==> src/rtl/display_out_port.sv <==
// display_out_port: memory-mapped buffered output port.
// The CPU pushes 16-bit words into a small FIFO. A drain FSM moves each word onto
// disp_out and holds it there for HOLD_CYCLES clocks before taking the next one.
// Software can poll the status word or use the level interrupt, which is raised
// when everything that was queued has been shown.
//
// state | meaning
// IDLE  | nothing on hold; the next queued word is taken at the next edge
// HOLD  | disp_out is being held; timer counts down to 0
module display_out_port #(
  parameter int DEPTH       = 4,
  parameter int HOLD_CYCLES = 4
) (
  input  logic        clk,
  input  logic        rst_n,
  input  logic        wr,
  input  logic        rd,
  input  logic        a0,
  input  logic [15:0] wdata,
  output logic [15:0] rdata,
  output logic        interrupt,
  output logic [15:0] disp_out
);

  localparam int PW = (DEPTH > 1) ? $clog2(DEPTH) : 1;
  localparam int TW = (HOLD_CYCLES > 1) ? $clog2(HOLD_CYCLES) : 1;
  localparam logic [3:0]    DEPTH_C      = 4'(DEPTH);
  localparam logic [TW-1:0] TIMER_RELOAD = TW'(HOLD_CYCLES - 1);

  typedef enum logic {IDLE, HOLD} state_t;

  state_t          state;
  logic [TW-1:0]   timer;
  logic [15:0]     mem [DEPTH];
  logic [PW-1:0]   wptr;
  logic [PW-1:0]   rptr;
  logic [3:0]      count;
  logic            ie;
  logic            ovf;

  logic            push_req;
  logic            ctrl_wr;
  logic            flush;
  logic            pop;
  logic            push_ok;
  logic            empty;
  logic            ready;
  logic            busy;
  logic [15:0]     head;

  // Reads have no side effects, so the strobe is intentionally not used.
  logic            unused_rd;
  assign unused_rd = rd;

  assign push_req = wr & ~a0;
  assign ctrl_wr  = wr & a0;
  assign flush    = ctrl_wr & wdata[2];
  assign empty    = (count == 4'd0);
  assign ready    = (count < DEPTH_C);
  assign busy     = (state == HOLD);
  assign head     = mem[rptr];

  // The FSM takes a word whenever it is idle or its hold has just expired; a flush overrides it.
  assign pop      = !flush && !empty && ((state == IDLE) || (timer == '0));
  // A full FIFO still accepts a word if a slot frees at the same edge.
  assign push_ok  = push_req && ((count != DEPTH_C) || pop);

  assign interrupt = ie & empty & (state == IDLE);
  assign rdata     = a0 ? {4'b0, count, 3'b0, busy, ie, ovf, empty, ready} : disp_out;

  // FIFO storage; contents are don't-care until written, so no reset.
  always_ff @(posedge clk) begin
    if (push_ok) mem[wptr] <= wdata;
  end

  // Write pointer, occupancy count and the control/status bits.
  always_ff @(posedge clk or negedge rst_n) begin
    if (!rst_n) begin
      wptr  <= '0;
      count <= 4'd0;
      ie    <= 1'b0;
      ovf   <= 1'b0;
    end else begin
      if (push_ok) wptr <= wptr + PW'(1);

      if (flush)                       count <= 4'd0;
      else if (push_ok && !pop)        count <= count + 4'd1;
      else if (!push_ok && pop)        count <= count - 4'd1;

      if (push_req && !push_ok)        ovf <= 1'b1;
      else if (ctrl_wr && wdata[1])    ovf <= 1'b0;

      if (ctrl_wr) ie <= wdata[0];
    end
  end

  // Drain FSM: shows each queued word for HOLD_CYCLES clocks, back to back when data is waiting.
  always_ff @(posedge clk or negedge rst_n) begin
    if (!rst_n) begin
      state    <= IDLE;
      timer    <= '0;
      rptr     <= '0;
      disp_out <= 16'h0000;
    end else if (flush) begin
      // Discard queued words by catching the read pointer up; disp_out is left alone.
      state <= IDLE;
      timer <= '0;
      rptr  <= wptr;
    end else begin
      case (state)
        IDLE: begin
          if (!empty) begin
            disp_out <= head;
            rptr     <= rptr + PW'(1);
            timer    <= TIMER_RELOAD;
            state    <= HOLD;
          end
        end
        HOLD: begin
          if (timer != '0) begin
            timer <= timer - TW'(1);
          end else if (!empty) begin
            disp_out <= head;
            rptr     <= rptr + PW'(1);
            timer    <= TIMER_RELOAD;
          end else begin
            state <= IDLE;
          end
        end
        default: state <= IDLE;
      endcase
    end
  end

endmodule

==> config.mk <==
export PLATFORM = sky130hd
export DESIGN_NAME = display_out_port
export DESIGN_NICKNAME = d
export VERILOG_FILES = /design/src/rtl/display_out_port.sv
export SDC_FILE = /design/constraint.sdc
export NUM_CORES = 1
export LEC_CHECK = 0
export BUFFER_PORTS_ARGS = -buffer_cell sky130_fd_sc_hd__buf_2
export CAP_MARGIN = 20
export CORE_ASPECT_RATIO = 0.8
export CORE_MARGIN = 2
export CORE_UTILIZATION = 50
export DETAILED_ROUTE_END_ITERATION = 7
export GPL_ROUTABILITY_DRIVEN = 0
export PLACE_DENSITY = 0.71
export SETUP_SLACK_MARGIN = 0.15
export SYNTH_ARGS = -nofsm -noshare
export SYNTH_HDL_FRONTEND = slang
export SYNTH_SLANG_ARGS = --single-unit
==> constraint.sdc <==
create_clock -name clk -period 4.4 [get_ports clk]
set_input_delay 0.66 -clock clk [delete_from_list [all_inputs] [get_ports clk]]
set_output_delay 0.66 -clock clk [all_outputs]
set_load 0.05 [all_outputs]
; ---- After elaboration in Yosys (flattened, before gate mapping)
; Memory sizes are Yosys's and may differ from the RTL's.
; Cells that the tools add are included.
[op_classes]
n_addsub = 5
mux = 23
reduce_logical = 19
n_eq_ne = 3
bitwise_logic = 8
n_lt_le_gt_ge = 1
[ops]
columns = cell, count
row1 = two-way mux 16 bit, 3
row2 = one-hot mux 16 bit (2 select lines), 1
row3 = two-way mux 2 bit, 6
row4 = two-way mux 4 bit, 3
row5 = one-hot mux 2 bit (2 select lines), 2
row6 = logical AND 1 bit, 7
row7 = two-way mux 1 bit, 7
row8 = bitwise AND 1 bit, 5
row9 = adder 2 x 1 -> 2 bit (second input constant), 2
row10 = adder 4 x 1 -> 4 bit (second input constant), 1
row11 = zero test 1 bit, 4
row12 = zero test 4 bit, 1
row13 = less-than comparator 4 x 3 -> 1 bit (second input constant), 1
row14 = inequality test 4 x 3 -> 1 bit (second input constant), 1
row15 = nonzero test 2 bit, 2
row16 = subtractor 4 x 1 -> 4 bit (second input constant), 1
row17 = inequality test 3 bit (second input constant), 1
row18 = NOT 1 bit, 3
row19 = nonzero test 3 bit, 1
row20 = zero test 2 bit, 1
row21 = logical OR 1 bit, 2
row22 = inequality test 2 bit (second input constant), 1
row23 = one-hot mux 1 bit (2 select lines), 1
row24 = AND reduction 2 bit, 1
row25 = subtractor 2 x 1 -> 2 bit (second input constant), 1
[totals]
register_bits = 29
input_bits = 21
ramBits = 64
out_inout_bits = 33
memories = 1
[memory_table]
columns = name, words, word_bits, rd, rd_ports_with_merged_regs, write_ports, line_no
row1 = mem, 4, 16, 1, 0, 1, 34  ; logic [15:0] mem [DEPTH];

; ---- Depth between registers and ports, before layout
; Gate-level depths: netlist (run 1).
[logic_depth]
ltp_word = 12
mapped_depth = 10
ltp_nobuf = 8

; ---- Worst setup path after synthesis (run 1)
; Ideal clock, no wire load.
[synth_timing]
path_kind = register to output
from = register count[0]
to = output interrupt
arrival_time_ns = 2.284
path_stages_with_launch = 4
slack_ns = 1.456
path_buffers = 1
path_cell_list = dfrtp_1 -> or4_1 -> buf_4 -> nor3b_1
[synth_between]
elab_chain_cells = 3
[synth_rtl]
columns = element, line_no
row1 = start: declaration, 37  ; logic [3:0] count;
row2 = start signal: assignment, 87  ; else if (push_ok && !pop) count <= count + 4'd1;
row3 = start signal: assignment, 88  ; else if (!push_ok && pop) count <= count - 4'd1;
row4 = zero test 4 bit, 58  ; assign empty = (count == 4'd0);
row5 = bitwise AND 1 bit (2 in series), 68  ; assign interrupt = ie & empty & (state == IDLE);
row6 = end: declaration, 21  ; output logic interrupt,
; No other way between the ends.

; ---- Worst setup path after layout (run 1)
[layout_timing]
from = register count[0]
to = register count[3]
[layout_between]
elab_chain_cells = 9
word_cells_on_any_way = 17
[layout_rtl]
columns = element
row1 = branches (longest 9 deep; another with subtractor 4 x 1 -> 4 bit)
; Parallel ways; which one is timed is not known. The select of a mux whose other input is x is not followed.
; A chain may end at the register's enable or synchronous reset.

==> results of run 1 <==
## cells in the final DEF, fill, tap and decap left out, types with 2 or more instances in the layout
cell type,Yosys,routed
inv_6,0,2
a21oi_1,6,6
a211oi_1,2,2
inv_1,5,5
and2_1,5,5
nand2b_1,2,2
ha_1,6,6
mux4_2,16,16
xnor2_1,2,2
nor2_1,3,3
edfxtp_1,64,64
mux2_2,23,23
xor2_1,3,3
nand2_1,10,10
o21ai_1,3,3
mux2_1,3,3
dfrtp_1,29,29
nor2b_1,8,8
o21ai_0,4,4
clkbuf_8,0,9
buf_2,3,52
nand3_1,5,5
a211o_1,3,3
## cells in the mapped netlist, types with 2 or more instances
cell | instances | share of area [%]
nor2_1 | 3 | 0.29
inv_1 | 5 | 0.48
edfxtp_1 | 64 | 49
nand2b_1 | 2 | 0.32
nand2_1 | 10 | 0.96
mux2_1 | 3 | 0.87
nor2b_1 | 8 | 1.3
a211oi_1 | 2 | 0.38
nand3_1 | 5 | 0.64
xnor2_1 | 2 | 0.45
dfrtp_1 | 29 | 19
a21oi_1 | 6 | 0.77
o21ai_0 | 4 | 0.51
a211o_1 | 3 | 0.67
clkbuf_1 | 3 | 0.29
and2_1 | 5 | 0.80
ha_1 | 6 | 1.9
xor2_1 | 3 | 0.67
buf_2 | 3 | 0.38
mux4_2 | 16 | 9.2
o21ai_1 | 3 | 0.38
mux2_2 | 23 | 6.6
## through the flow
step	area (um2)	power, uW	hold WS (ns)
6_report	4450	3340	0.350
5_1_grt	4450	3540	0.376
4_1_cts	4450	3390	0.357
3_5_place_dp	4250	2810	0.500
3_3_place_gp	4250	2780	0.496
2_1_floorplan	3900	2490	0.364
## power by group
group | switching, uW | leakage [uW] | internal, uW
Combinational | 903 | 0.000674 | 542
Sequential | 186 | 0.000922 | 1140
Clock | 302 | 0.0000998 | 269
Total | 1390 | 0.00170 | 1950
## routing by layer
| metal | share of wire (%) | GRT usage (%) |
|---|---|---|
| met5 | 0 | 0 |
| met1 | 46 | 25.1 |
| met3 | 4.8 | 5.05 |
| met2 | 48 | 27.7 |
| met4 | 1.2 | 5.38 |
## worst paths after layout
path / end / from / slack (ns)
worst max-delay path: count[3]$_DFFE_PN0P_ / count[0]$_DFFE_PN0P_ / 1.52
worst min-delay path: disp_out[0]$_DFFE_PN0P_ / rst_n / 0.35
worst max register to register: count[3]$_DFFE_PN0P_ / count[0]$_DFFE_PN0P_ / 1.52
worst min register to register: disp_out[13]$_DFFE_PN0P_ / disp_out[13]$_DFFE_PN0P_ / 0.52
max in group asynchronous: count[1]$_DFFE_PN0P_ / rst_n / 3.59
min in group clk: mem[3][7]$_DFFE_PP_ / wdata[7] / 0.51
## cell families (layout without fill, tap and decap cells)
kind of cell	after synthesis	count (layout)	share of synthesized area, %
flops	93	93	67.8
simple gates	41	41	6.31
mux	43	43	17.0
xor+xnor	5	5	1.12
buf+inv	14	74	1.83
fa+ha+maj	7	7	2.44
compound gates	22	22	3.49
## registers in the layout, indices dropped and copies added (netlist names)
| signal | flops |
|---|---|
| mem | 64 |
| disp_out | 16 |
| count | 4 |
| rptr | 2 |
| timer | 2 |
| wptr | 2 |
| busy | 1 |
| ie | 1 |
| ovf | 1 |
## cell type report
| type | count | share of cell area (%) |
|---|---|---|
| multi-input cells | 118 | 26.6 |
| flip-flops and latches | 93 | 59.5 |
| inverters | 5 | 0.421 |
| clock buffers | 9 | 2.78 |
| well taps | 105 | 2.95 |
| clock inverters | 7 | 1.77 |
| repair buffers | 53 | 6.01 |
==> results.sh, run 1 <==
export IMPL_ff2ff_path_depth=8
export IMPL_slowest_stage="or4_1"
export IMPL_area_growth_pct=14.1
export IMPL_drt_iter0_drc=92
export IMPL_drive_above_1_share_pct=38.6
export IMPL_period_needed_ns=2.88
export IMPL_num_rows=28
export IMPL_htreeDepth=3
export IMPL_via_per_inst=5.42
export IMPL_worstPathArrival_ns=3.16
export IMPL_cts_root_buffer="clkbuf_8"
export IMPL_syn_area_per_cell_um2=17.3
export IMPL_hold_class="input port to asynchronous set/reset pin"
export IMPL_hold_buffers=0
export IMPL_grt_max_degree=30
export IMPL_dpl_hpwl_um=4530
export IMPL_worstSetupPathType="flip-flop to flip-flop"
export IMPL_netlist_area_um2=3900
export IMPL_cp_depth=8
export IMPL_async_reset_ff_share_pct=31.2
export IMPL_drc=0
export IMPL_clk_latency_ns=0.36
export IMPL_finalHoldViolCount=0
export IMPL_yosysWarnings=0
export IMPL_cp_top_family="simple AND/OR/NAND/NOR gates"
export IMPL_cpPeakStageDelay_ns=0.74
export IMPL_ys_flop_type="edfxtp_1"
export IMPL_rsz0062_at_grt="false"
export IMPL_p_leak_uw=0.00170
export IMPL_die_y_um=83.0
export IMPL_overflow=0
export IMPL_first_pass_iters=4
export IMPL_setup_tns_ns=0
export IMPL_setup_ws_ns=1.52
export IMPL_path_max_fanout=18
export IMPL_totalWireLength_um=7120
export IMPL_first_global_vias=2073
export IMPL_final_core_util_pct=59.4
export IMPL_ant_nets=0
export IMPL_nets=308
export IMPL_layoutNonFillerInstCount=390
export IMPL_antenna_found_initial=0
export IMPL_worstPathRequired_ns=4.68
export IMPL_die_x_um=103
export IMPL_place_inst=374
export IMPL_ys_seq_elements=93
export IMPL_critPathBufInv=0
export IMPL_p_per_area_nw_per_um2=750
export IMPL_setup_viol=0
export IMPL_cts_tree="yes"
export IMPL_synth_distinct_cells=39
export IMPL_wl_per_cell_um=18.3
export IMPL_antenna_cells=0
export IMPL_post_cts_buffers=0
export IMPL_tightest_slew_ns=0.927
export IMPL_vdd_ir_drop_max_mv=0.361
export IMPL_timing_slew_headroom_pct=38.2
export IMPL_pre_cts_ws_ns=1.28
export IMPL_status="finished clean"
export IMPL_vias=2112
export IMPL_clock_fmax_mhz=347
export IMPL_cts_sinks=93
export IMPL_ctsResizeCount=0
export IMPL_cts_max_path_buffers=2
export IMPL_port_buffers=52
export IMPL_cap_violations=0
export IMPL_fill_cells=622
export IMPL_synth_edf_count=64
export IMPL_core_area_um2=7500
export IMPL_cts_buffers=9
export IMPL_track_usage_pct=17.9
export IMPL_syn_inst=225
export IMPL_crit_path_start_kind="flip-flop"
export IMPL_period_share_pct=65.5
export IMPL_fin_skew_ns=0.00769
export IMPL_multi_input_area_um2=1180
export IMPL_grt_pass1_wl_um=11200
export IMPL_crit_path_end_kind="flip-flop"
export IMPL_io_pins=54
export IMPL_cts_clk_slew_worst_paths_ns=0.09
export IMPL_syn_num_nets=253
export IMPL_crit_chain="or4_1 > nand3_4 > nand2_1 > ha_1 > a21oi_1 > a22oi_1 > a2bb2oi_1 > mux2i_1"
export IMPL_yosysSeqAreaShare_pct=67.8
export IMPL_die_area_um2=8530
export IMPL_final_seq_area_um2=2650
export IMPL_slew_violations=0
export IMPL_start_util_pct=52.1
(Power assumes the default switching activity.)
==> inputs of run 2 (changes only) <==
==> constraint.sdc (replaced) <==
create_clock -name clk -period 2.7 [get_ports clk]
set_input_delay 0.405 -clock clk [delete_from_list [all_inputs] [get_ports clk]]
set_output_delay 0.405 -clock clk [all_outputs]
set_load 0.05 [all_outputs]
==> run 2 against run 1 <==
Against the previous run: sequential power rose by 60%; global-route usage up 0.38 points; first-iteration DRC count shrank 7.6%; non-clock buffer count up 8; flip-flop and latch count unchanged; routed wire length fell by 0.32%; critical endpoint is now interrupt; combinational power grew 74%.
==> results.sh, run 2 (same netlist as run 1, synthesis figures left out) <==
export IMPL_vias=2143
export IMPL_clock_fmax_mhz=417
export IMPL_period_needed_ns=2.40
export IMPL_period_share_pct=88.8
export IMPL_timing_slew_headroom_pct=41.4
export IMPL_cts_root_buffer="clkbuf_8"
export IMPL_core_area_um2=7500
export IMPL_p_leak_uw=0.00173
export IMPL_ff2ff_path_depth=8
export IMPL_ant_nets=0
export IMPL_first_global_vias=2187
export IMPL_final_area_um2=4520
export IMPL_p_per_area_nw_per_um2=1220
export IMPL_cts_max_path_buffers=2
export IMPL_start_util_pct=52.1
export IMPL_rsz0062_at_grt="false"
export IMPL_via_per_inst=5.38
export IMPL_grt_pass1_wl_um=11600
export IMPL_largest_register="mem"
export IMPL_hold_buffers=0
export IMPL_finalHoldViolCount=0
export IMPL_die_y_um=83.0
export IMPL_antenna_cells=0
export IMPL_die_area_um2=8530
export IMPL_rrSetupSlack_ns=0.37
export IMPL_placed_cell_area_um2=4320
export IMPL_dpl_hpwl_um=4760
export IMPL_fin_skew_ns=0.0100
export IMPL_worstPathArrival_ns=1.99
export IMPL_crit_path_end_kind="output pin"
export IMPL_io_pins=54
export IMPL_cts_buffers=9
export IMPL_die_x_um=103
export IMPL_clk_latency_ns=0.36
export IMPL_first_pass_iters=4
export IMPL_status="finished clean"
export IMPL_drc=0
export IMPL_track_usage_pct=18.3
export IMPL_pre_cts_ws_ns=0.323
export IMPL_antenna_found_initial=0
export IMPL_r2r_end="count[3]$_DFFE_PN0P_"
export IMPL_setup_ws_ns=0.301
export IMPL_worstSetupPathType="flip-flop to output pin"
export IMPL_totalWireLength_um=7100
export IMPL_place_inst=382
export IMPL_largestRegisters="mem: 64 flops, disp_out: 16 flops, count: 4 flops"
export IMPL_crit_path_start_kind="flip-flop"
export IMPL_cts_sinks=93
export IMPL_path_max_fanout=7
export IMPL_rr_startpoint="count[3]$_DFFE_PN0P_"
export IMPL_final_core_util_pct=60.2
export IMPL_num_rows=28
export IMPL_cap_violations=0
export IMPL_layout_commonest_cell="edfxtp_1"
export IMPL_slew_violations=0
export IMPL_drt_iter0_drc=85
export IMPL_setup_viol=0
export IMPL_drive_above_1_share_pct=41.0
export IMPL_overflow=0
export IMPL_hold_class="input port to asynchronous set/reset pin"
export IMPL_vdd_ir_drop_max_mv=0.721
export IMPL_area_growth_pct=15.7
export IMPL_layoutNonFillerInstCount=398
export IMPL_htreeDepth=3
export IMPL_worstPathRequired_ns=2.30
export IMPL_cts_tree="yes"
export IMPL_port_buffers=52
export IMPL_tightest_slew_ns=0.880
export IMPL_final_cell_mix="edfxtp_1 (64), buf_2 (52), dfrtp_1 (28), mux2_2 (23), mux4_2 (16)"
export IMPL_wl_per_cell_um=17.8
export IMPL_setup_tns_ns=0
export IMPL_largest_reg_flops=64
export IMPL_cts_clk_slew_worst_paths_ns=0.09
export IMPL_nets=316
export IMPL_grt_max_degree=30
[run 2: worst max path at each step]
stage	startpoint	end	slack (ns)
floorplan	count[0]$_DFFE_PN0P_	count[3]$_DFFE_PN0P_	0.18
finish	count[3]$_DFFE_PN0P_	interrupt	0.30
global route	count[0]$_DFFE_PN0P_	count[3]$_DFFE_PN0P_	0.17
global placement	count[3]$_DFFE_PN0P_	count[3]$_DFFE_PN0P_	0.37
detailed placement	count[3]$_DFFE_PN0P_	count[3]$_DFFE_PN0P_	0.32
CTS	count[3]$_DFFE_PN0P_	interrupt	0.21
[run 2: metal layers]
metal | share of wire, % | vias to the layer above | global-route usage, %
met5 | 0 | - | 0
met4 | 0.86 | 0 | 4.31
met3 | 6.5 | 7 | 6.31
met2 | 46 | 66 | 27.4
met1 | 47 | 1084 | 26.3
li1 | - | 986 | -
[run 2: power breakdown]
group / internal, uW / leakage, uW / switching (uW)
logic: 958 / 0.000716 / 1540
registers: 1860 / 0.000921 / 274
clock network: 427 / 0.0000920 / 469
[run 2: stage by stage]
stage	hold WS, ns	total power (uW)
2_1_floorplan	0.109	4070
3_3_place_gp	0.487	4620
3_5_place_dp	0.503	4670
4_1_cts	0.108	5570
5_1_grt	0.127	5850
6_report	0.0932	5530
[run 2: final cells by class]
class	instances	area, um2
fillers	596	2980
clock inverters	6	62.6
repair buffers	61	328
inverters	5	18.8
well taps	105	131
flip-flops and latches	93	2650
multi-input cells	118	1200
clock buffers	10	128
[run 2: repair_timing]
item / in CTS / in global routing
hold endpoints to repair: 0 / 0
gates resized for setup: 0 / 3
buffers inserted: 0 / 0
setup endpoints to repair: 0 / 2
[run 2: worst max-delay path: stages, from the launching register on]
cell and delay, ns:
dfrtp_2 0.47, or4_4 0.56, buf_4 0.19, nor3b_2 0.16, buf_2 0.27
